**src/rtl/timer_counter_if.sv**
```systemverilog
// Control/status bundle between the timer register block (master) and the
// counting stage (slave).
interface timer_counter_if #(
   parameter int CNT_W = 8
);
   logic             load;
   logic             updw;
   logic             en;
   logic [1:0]       cks;
   logic [CNT_W-1:0] tdr;
   logic [CNT_W-1:0] tcnt;
   logic             ovf_trig;
   logic             udf_trig;

   modport master (
      output load, updw, en, cks, tdr,
      input  tcnt, ovf_trig, udf_trig
   );

   modport slave (
      input  load, updw, en, cks, tdr,
      output tcnt, ovf_trig, udf_trig
   );
endinterface

```
**src/rtl/timer_counter.sv**
```systemverilog
// Counting stage of the 8-bit timer: prescaler, up/down counter, load-edge
// detection and single-cycle wrap triggers for the register block.
// DIV_W must be at least 4 so that every cks setting has a compare bit.
module timer_counter #(
   parameter int CNT_W = 8,
   parameter int DIV_W = 4
) (
   input  logic           pclk,
   input  logic           preset_n,
   timer_counter_if.slave tif
);

   logic             load_d;
   logic             ld_edge;
   logic [DIV_W-1:0] divider;
   logic [DIV_W-1:0] div_mask;
   logic             tick;
   logic             cnt_max;
   logic             cnt_min;
   logic [CNT_W-1:0] tcnt;
   logic             ovf_trig;
   logic             udf_trig;

   assign ld_edge  = tif.load & ~load_d;
   // mask selects divider bits [cks:0]; all selected bits set means tick
   assign div_mask = (DIV_W'(2) << tif.cks) - DIV_W'(1);
   assign tick     = tif.en & ((divider & div_mask) == div_mask);
   assign cnt_max  = (tcnt == {CNT_W{1'b1}});
   assign cnt_min  = (tcnt == {CNT_W{1'b0}});

   // registered copy of load for rising-edge detection
   always_ff @(posedge pclk or negedge preset_n) begin
      if (!preset_n) load_d <= 1'b0;
      else           load_d <= tif.load;
   end

   // free-running prescaler; held clear while disabled, restarted by a load
   always_ff @(posedge pclk or negedge preset_n) begin
      if (!preset_n)                divider <= '0;
      else if (!tif.en || ld_edge)  divider <= '0;
      else                          divider <= divider + DIV_W'(1);
   end

   // counter: load edge wins over any tick in the same cycle
   always_ff @(posedge pclk or negedge preset_n) begin
      if (!preset_n)      tcnt <= '0;
      else if (ld_edge)   tcnt <= tif.tdr;
      else if (tick) begin
         if (!tif.updw)   tcnt <= tcnt + CNT_W'(1);
         else             tcnt <= tcnt - CNT_W'(1);
      end
   end

   // wrap triggers land on the same edge as the wrapped count value
   always_ff @(posedge pclk or negedge preset_n) begin
      if (!preset_n) begin
         ovf_trig <= 1'b0;
         udf_trig <= 1'b0;
      end else begin
         ovf_trig <= tick & ~ld_edge & ~tif.updw & cnt_max;
         udf_trig <= tick & ~ld_edge &  tif.updw & cnt_min;
      end
   end

   assign tif.tcnt     = tcnt;
   assign tif.ovf_trig = ovf_trig;
   assign tif.udf_trig = udf_trig;

endmodule

```
**src/flat_wrapper.sv**
```systemverilog
// flat-port wrapper written by rule: the top's interface ports become plain ports
module timer_counter_flat 
#(
   parameter int CNT_W = 8,
   parameter int DIV_W = 4
)
  (pclk, preset_n, tif_load, tif_updw, tif_en, tif_cks, tif_tdr, tif_tcnt, tif_ovf_trig, tif_udf_trig);
  timer_counter_if #(.CNT_W(CNT_W)) tif_i ();
  input  logic pclk;
  input  logic preset_n;
  input wire logic [$bits(tif_i.load)-1:0] tif_load;
  input wire logic [$bits(tif_i.updw)-1:0] tif_updw;
  input wire logic [$bits(tif_i.en)-1:0] tif_en;
  input wire logic [$bits(tif_i.cks)-1:0] tif_cks;
  input wire logic [$bits(tif_i.tdr)-1:0] tif_tdr;
  output wire logic [$bits(tif_i.tcnt)-1:0] tif_tcnt;
  output wire logic [$bits(tif_i.ovf_trig)-1:0] tif_ovf_trig;
  output wire logic [$bits(tif_i.udf_trig)-1:0] tif_udf_trig;
  assign tif_i.load = tif_load;
  assign tif_i.updw = tif_updw;
  assign tif_i.en = tif_en;
  assign tif_i.cks = tif_cks;
  assign tif_i.tdr = tif_tdr;
  assign tif_tcnt = tif_i.tcnt;
  assign tif_ovf_trig = tif_i.ovf_trig;
  assign tif_udf_trig = tif_i.udf_trig;
  timer_counter #(.CNT_W(CNT_W), .DIV_W(DIV_W)) u_core (.pclk(pclk), .preset_n(preset_n), .tif(tif_i));
endmodule
```
**config.mk**
```make
export PLATFORM = sky130hd
export DESIGN_NAME = timer_counter_flat
export DESIGN_NICKNAME = d
export VERILOG_FILES = /design/src/rtl/timer_counter_if.sv /design/src/rtl/timer_counter.sv /design/src/flat_wrapper.sv
export SDC_FILE = /design/constraint.sdc
export NUM_CORES = 1
export LEC_CHECK = 0
export ABC_AREA = 1
export CAP_MARGIN = 30
export CELL_PAD_IN_SITES_DETAIL_PLACEMENT = 1
export CELL_PAD_IN_SITES_GLOBAL_PLACEMENT = 2
export CORE_ASPECT_RATIO = 0.8
export CORE_UTILIZATION = 24
export DETAILED_ROUTE_END_ITERATION = 16
export GPL_ROUTABILITY_DRIVEN = 0
export PLACE_DENSITY_LB_ADDON = 0.05
export SLEW_MARGIN = 15
export SYNTH_ARGS = -nofsm -noshare
export SYNTH_HDL_FRONTEND = slang
export SYNTH_SLANG_ARGS = --single-unit
```
**constraint.sdc**
```tcl
create_clock -name pclk -period 1.6 [get_ports pclk]
set_clock_uncertainty 0.05 [all_clocks]
set_input_delay 0.32 -clock pclk [delete_from_list [all_inputs] [get_ports pclk]]
set_output_delay 0.32 -clock pclk [all_outputs]
set_load 0.005 [all_outputs]
```
==> results summary <==
The number of buffers between clock root and the deepest sink came out at 2. The post-route netlist has about 28% of its cells at a drive strength greater than 1. The number of non-filler instances in the completed layout is ~250. The most used flip-flop cell after synthesis is sky130_fd_sc_hd__dfrtp_1. TritonCTS built the clock tree. The worst hold margin came out at about 0.34 ns. The post-synthesis average cell area is 7.48 um^2.

The kind of end point of the critical path is an output pin. The post-synthesis share of cell area spent on xor and xnor gates came out at under 10%. The most common cell after layout, fill and taps aside is sky130_fd_sc_hd__nand2_1. For this run, design rule violations remaining after detail routing come to 0. The critical path is of the reg -> out type. The total number of placement rows is 21. The largest delay contributor family on the critical path is buffers and inverters. 25 I/O pins were placed.

The post-DP HPWL came out at 2600 um. The clock buffer count from CTS came out at 3. By instance count, the cell type seen most on the critical path is sky130_fd_sc_hd__buf_4. The part of the Yosys area used for sequential elements is around 36%.

The root buffer cell chosen for the clock tree is sky130_fd_sc_hd__clkbuf_8. The initial utilization of the core area, before any placement, comes to 24.9%. Setup repair after global routing could not meet its margin everywhere. Data on the critical path arrives at its endpoint at 1.17 ns. The area fraction in compound gates after synthesis is 5.54%.

The count of routing violations after the opening detailed-route iteration is 9. The post-layout net count came out at 215. The total placed cells including tap cells is around 240.

The layout-stage area growth over the synthesis result is 60.4%. The normalized max-slew margin came out at between 80% and 90%. The antenna cell count came out at 0. CTS built an H-tree with a depth of 1. The number of setup violations in the final report came out at 0. The tightest min-delay check is of the in -> async type.

Together, buffers and inverters on the worst path number 3. The count of synthesis-stage warnings from yosys is 0. Synthesis produced ~140 cells.

The adder-cell share of the synthesized area is about 10%. The clock reaches the later pin of the worst-skew pair after 0.26 ns. In this run the vertical extent of the chip is 60.9 um.

Summed over all layers, the routed wires come to ~3300 um. The synthesized netlist net count is about 160. The initial antenna violation count was 0.

The run finished with clean final reports. The ratio of final minimum period to clock period came out at a little under 100%. The number of port buffers came out at 24. Summed over all cells, the static leakage comes to 0.837 nW. The global-route wire length before repair came out at around 5400 um.

Static timing analysis puts the maximum clock frequency at around 650 MHz. Counting distinct cell types in the post-synthesis netlist gives 24. STA classifies the critical path startpoint as a flip-flop. The async set or reset register ratio after synthesis came out at between 90% and 100%. The global router's overall resource usage came out at between 10% and 20%. In the layout the commonest cells are sky130_fd_sc_hd__nand2_1, sky130_fd_sc_hd__buf_4, sky130_fd_sc_hd__clkdlybuf4s50_1.

The multiplexer share of the synthesized area came out at 0%. STA puts the critical path data required time at around 1.2 ns. The slew at the pin closest to its max-slew limit came out at roughly 0.25 ns. In the final routed layout, each cell accounts on average for about 13 um. By area, the combinational part of the netlist is dominated by simple AND/OR/NAND/NOR gates. The number of global-route vias before repair came out at roughly 1,100. The max capacitance violation total came out at 0. The routed via count came out at 1,087.

The first TritonRoute pass finished after 4 iterations. The fraction of the mapped netlist area in simple logic gates came out at roughly 36%. Of all nets on the critical path, the largest fanout is 4. The filler cells instantiated in the layout total between 500 and 600.

In this run the horizontal extent of the chip is about 76 um. The minimum period implied by the final worst setup slack came out at about 1.5 ns. The floorplan core area came out at 4180 um^2. For this design, the CTS-stage hold fixing added 0 buffers. The via count normalized by instance count came out at approximately 4.4. The mapped netlist covers 1040 um^2.

The number of max-slew violations in the final report is 0. The number of nets with antenna violations after routing came out at 0. The cell with the largest stage delay on the worst path is sky130_fd_sc_hd__dfrtp_1.

The die footprint came out at around 4600 um^2. The residual overflow from global routing is 0. The maximum vdd ir drop came out at 0.000323 V.

The number of clock sinks is 15. The number of flops mapped to enable cells by yosys is 0. For this run, the slowest stage of the critical path takes roughly 0.39 ns.

The synthesized flop and latch total came out at 15. Entering global routing, the biggest net connects 16 pins. The final number of hold-violating endpoints came out at 0. The final total power came out at between 0.0015 and 0.002 W. The power per cell area is between 900 and 1000 nW/um^2. Clock-pin slew was measured on the worst setup and hold paths at roughly 0.070 ns. Traced cell by cell, the critical path runs through buf_4, buf_4, dlygate4sd2_1.
## logic make-up (layout without fill, tap and decap cells)
kind of cell	after synthesis	in the layout
AND/OR/NAND/NOR	84	84
AO/OA/AOI/OAI	8	8
buffers and inverters	19	71
XOR/XNOR	5	5
adder cells (fa/ha/maj)	8	8
flip-flops	15	15
## synthesized netlist by cell type (2+ instances only)
master / count / area, um^2
sky130_fd_sc_hd__nand2_1: 47 / 176
sky130_fd_sc_hd__inv_1: 17 / 63.8
sky130_fd_sc_hd__nand3_1: 16 / 80.1
sky130_fd_sc_hd__dfrtp_1: 15 / 375
sky130_fd_sc_hd__nor2_1: 8 / 30.0
sky130_fd_sc_hd__ha_1: 7 / 87.6
sky130_fd_sc_hd__a21oi_1: 3 / 15.0
sky130_fd_sc_hd__nand2_2: 3 / 18.8
sky130_fd_sc_hd__nand3b_1: 3 / 22.5
sky130_fd_sc_hd__xor2_1: 3 / 26.3
sky130_fd_sc_hd__inv_4: 2 / 12.5
sky130_fd_sc_hd__o21ai_0: 2 / 10.0
sky130_fd_sc_hd__xnor2_1: 2 / 17.5
## registers in the layout (all words and copies together), names as in the netlist
register,flops
u_core.divider,4
u_core.tif.ovf_trig,1
u_core.tif.tcnt,8
u_core.tif.udf_trig,1
u_core.load_d,1
## stage by stage
step                TNS [ns]  util, %  setup slack, ns  area [um^2]
detailed placement     -3.18     35.4           -0.573         1480
floorplan                  0        -          0.00801         1040
finish                     0     39.9           0.0555         1670
global placement       -3.06     35.4           -0.564         1480
CTS                        0     38.0         0.000523         1590
global route         -0.0840     39.9          -0.0323         1670
## layer usage
metal / global-route usage, % / wire [um] / up-vias
met2: 27.2 / 1530 / 21
met4: 2.38 / 6 / 0
li1: - / - / 548
met1: 21.8 / 1600 / 516
met3: 4.32 / 134 / 2
met5: 0 / 0 / -
## final timing paths
path,start,to,slack (ns),cells past startpoint
min in group pclk,u_core.divider[0],u_core.divider[0],0.46,1
worst min register to register,u_core.divider[0],u_core.divider[0],0.46,1
worst max-delay path,u_core.tif.tcnt[5],tif_tcnt[5],0.06,3
max in group asynchronous,preset_n,u_core.tif.tcnt[3],0.96,2
worst max register to register,u_core.tif.tcnt[5],u_core.tif.tcnt[7],0.07,10
worst min-delay path,preset_n,u_core.tif.tcnt[7],0.34,2
## what timing repair did
item / CTS / global route
pin swaps: 4 / 5
endpoints found under the setup margin: 13 / 7
setup buffers: 5 / 2
gates resized for setup: 14 / 12
## where the power goes
part | switching (W) | leakage, nW | internal, W | total, W
combinational | 0.000379 | 0.619 | 0.000422 | 0.000801
clock | 0.000147 | 0.0255 | 0.000173 | 0.000320
sequential | 0.0000345 | 0.192 | 0.000427 | 0.000461
## cell type report
type                    instances  area [um^2]  share of cell area, %
clock inverters                 1         5.00                  0.300
inverters                      19         76.3                   4.58
flip-flops and latches         15          375                   22.5
repair buffers                 48          424                   25.4
multi-input cells             105          674                   40.4
clock buffers                   3         41.3                   2.48
well taps                      57         71.3                   4.28
No activity file was read; power rests on OpenSTA's default activity.
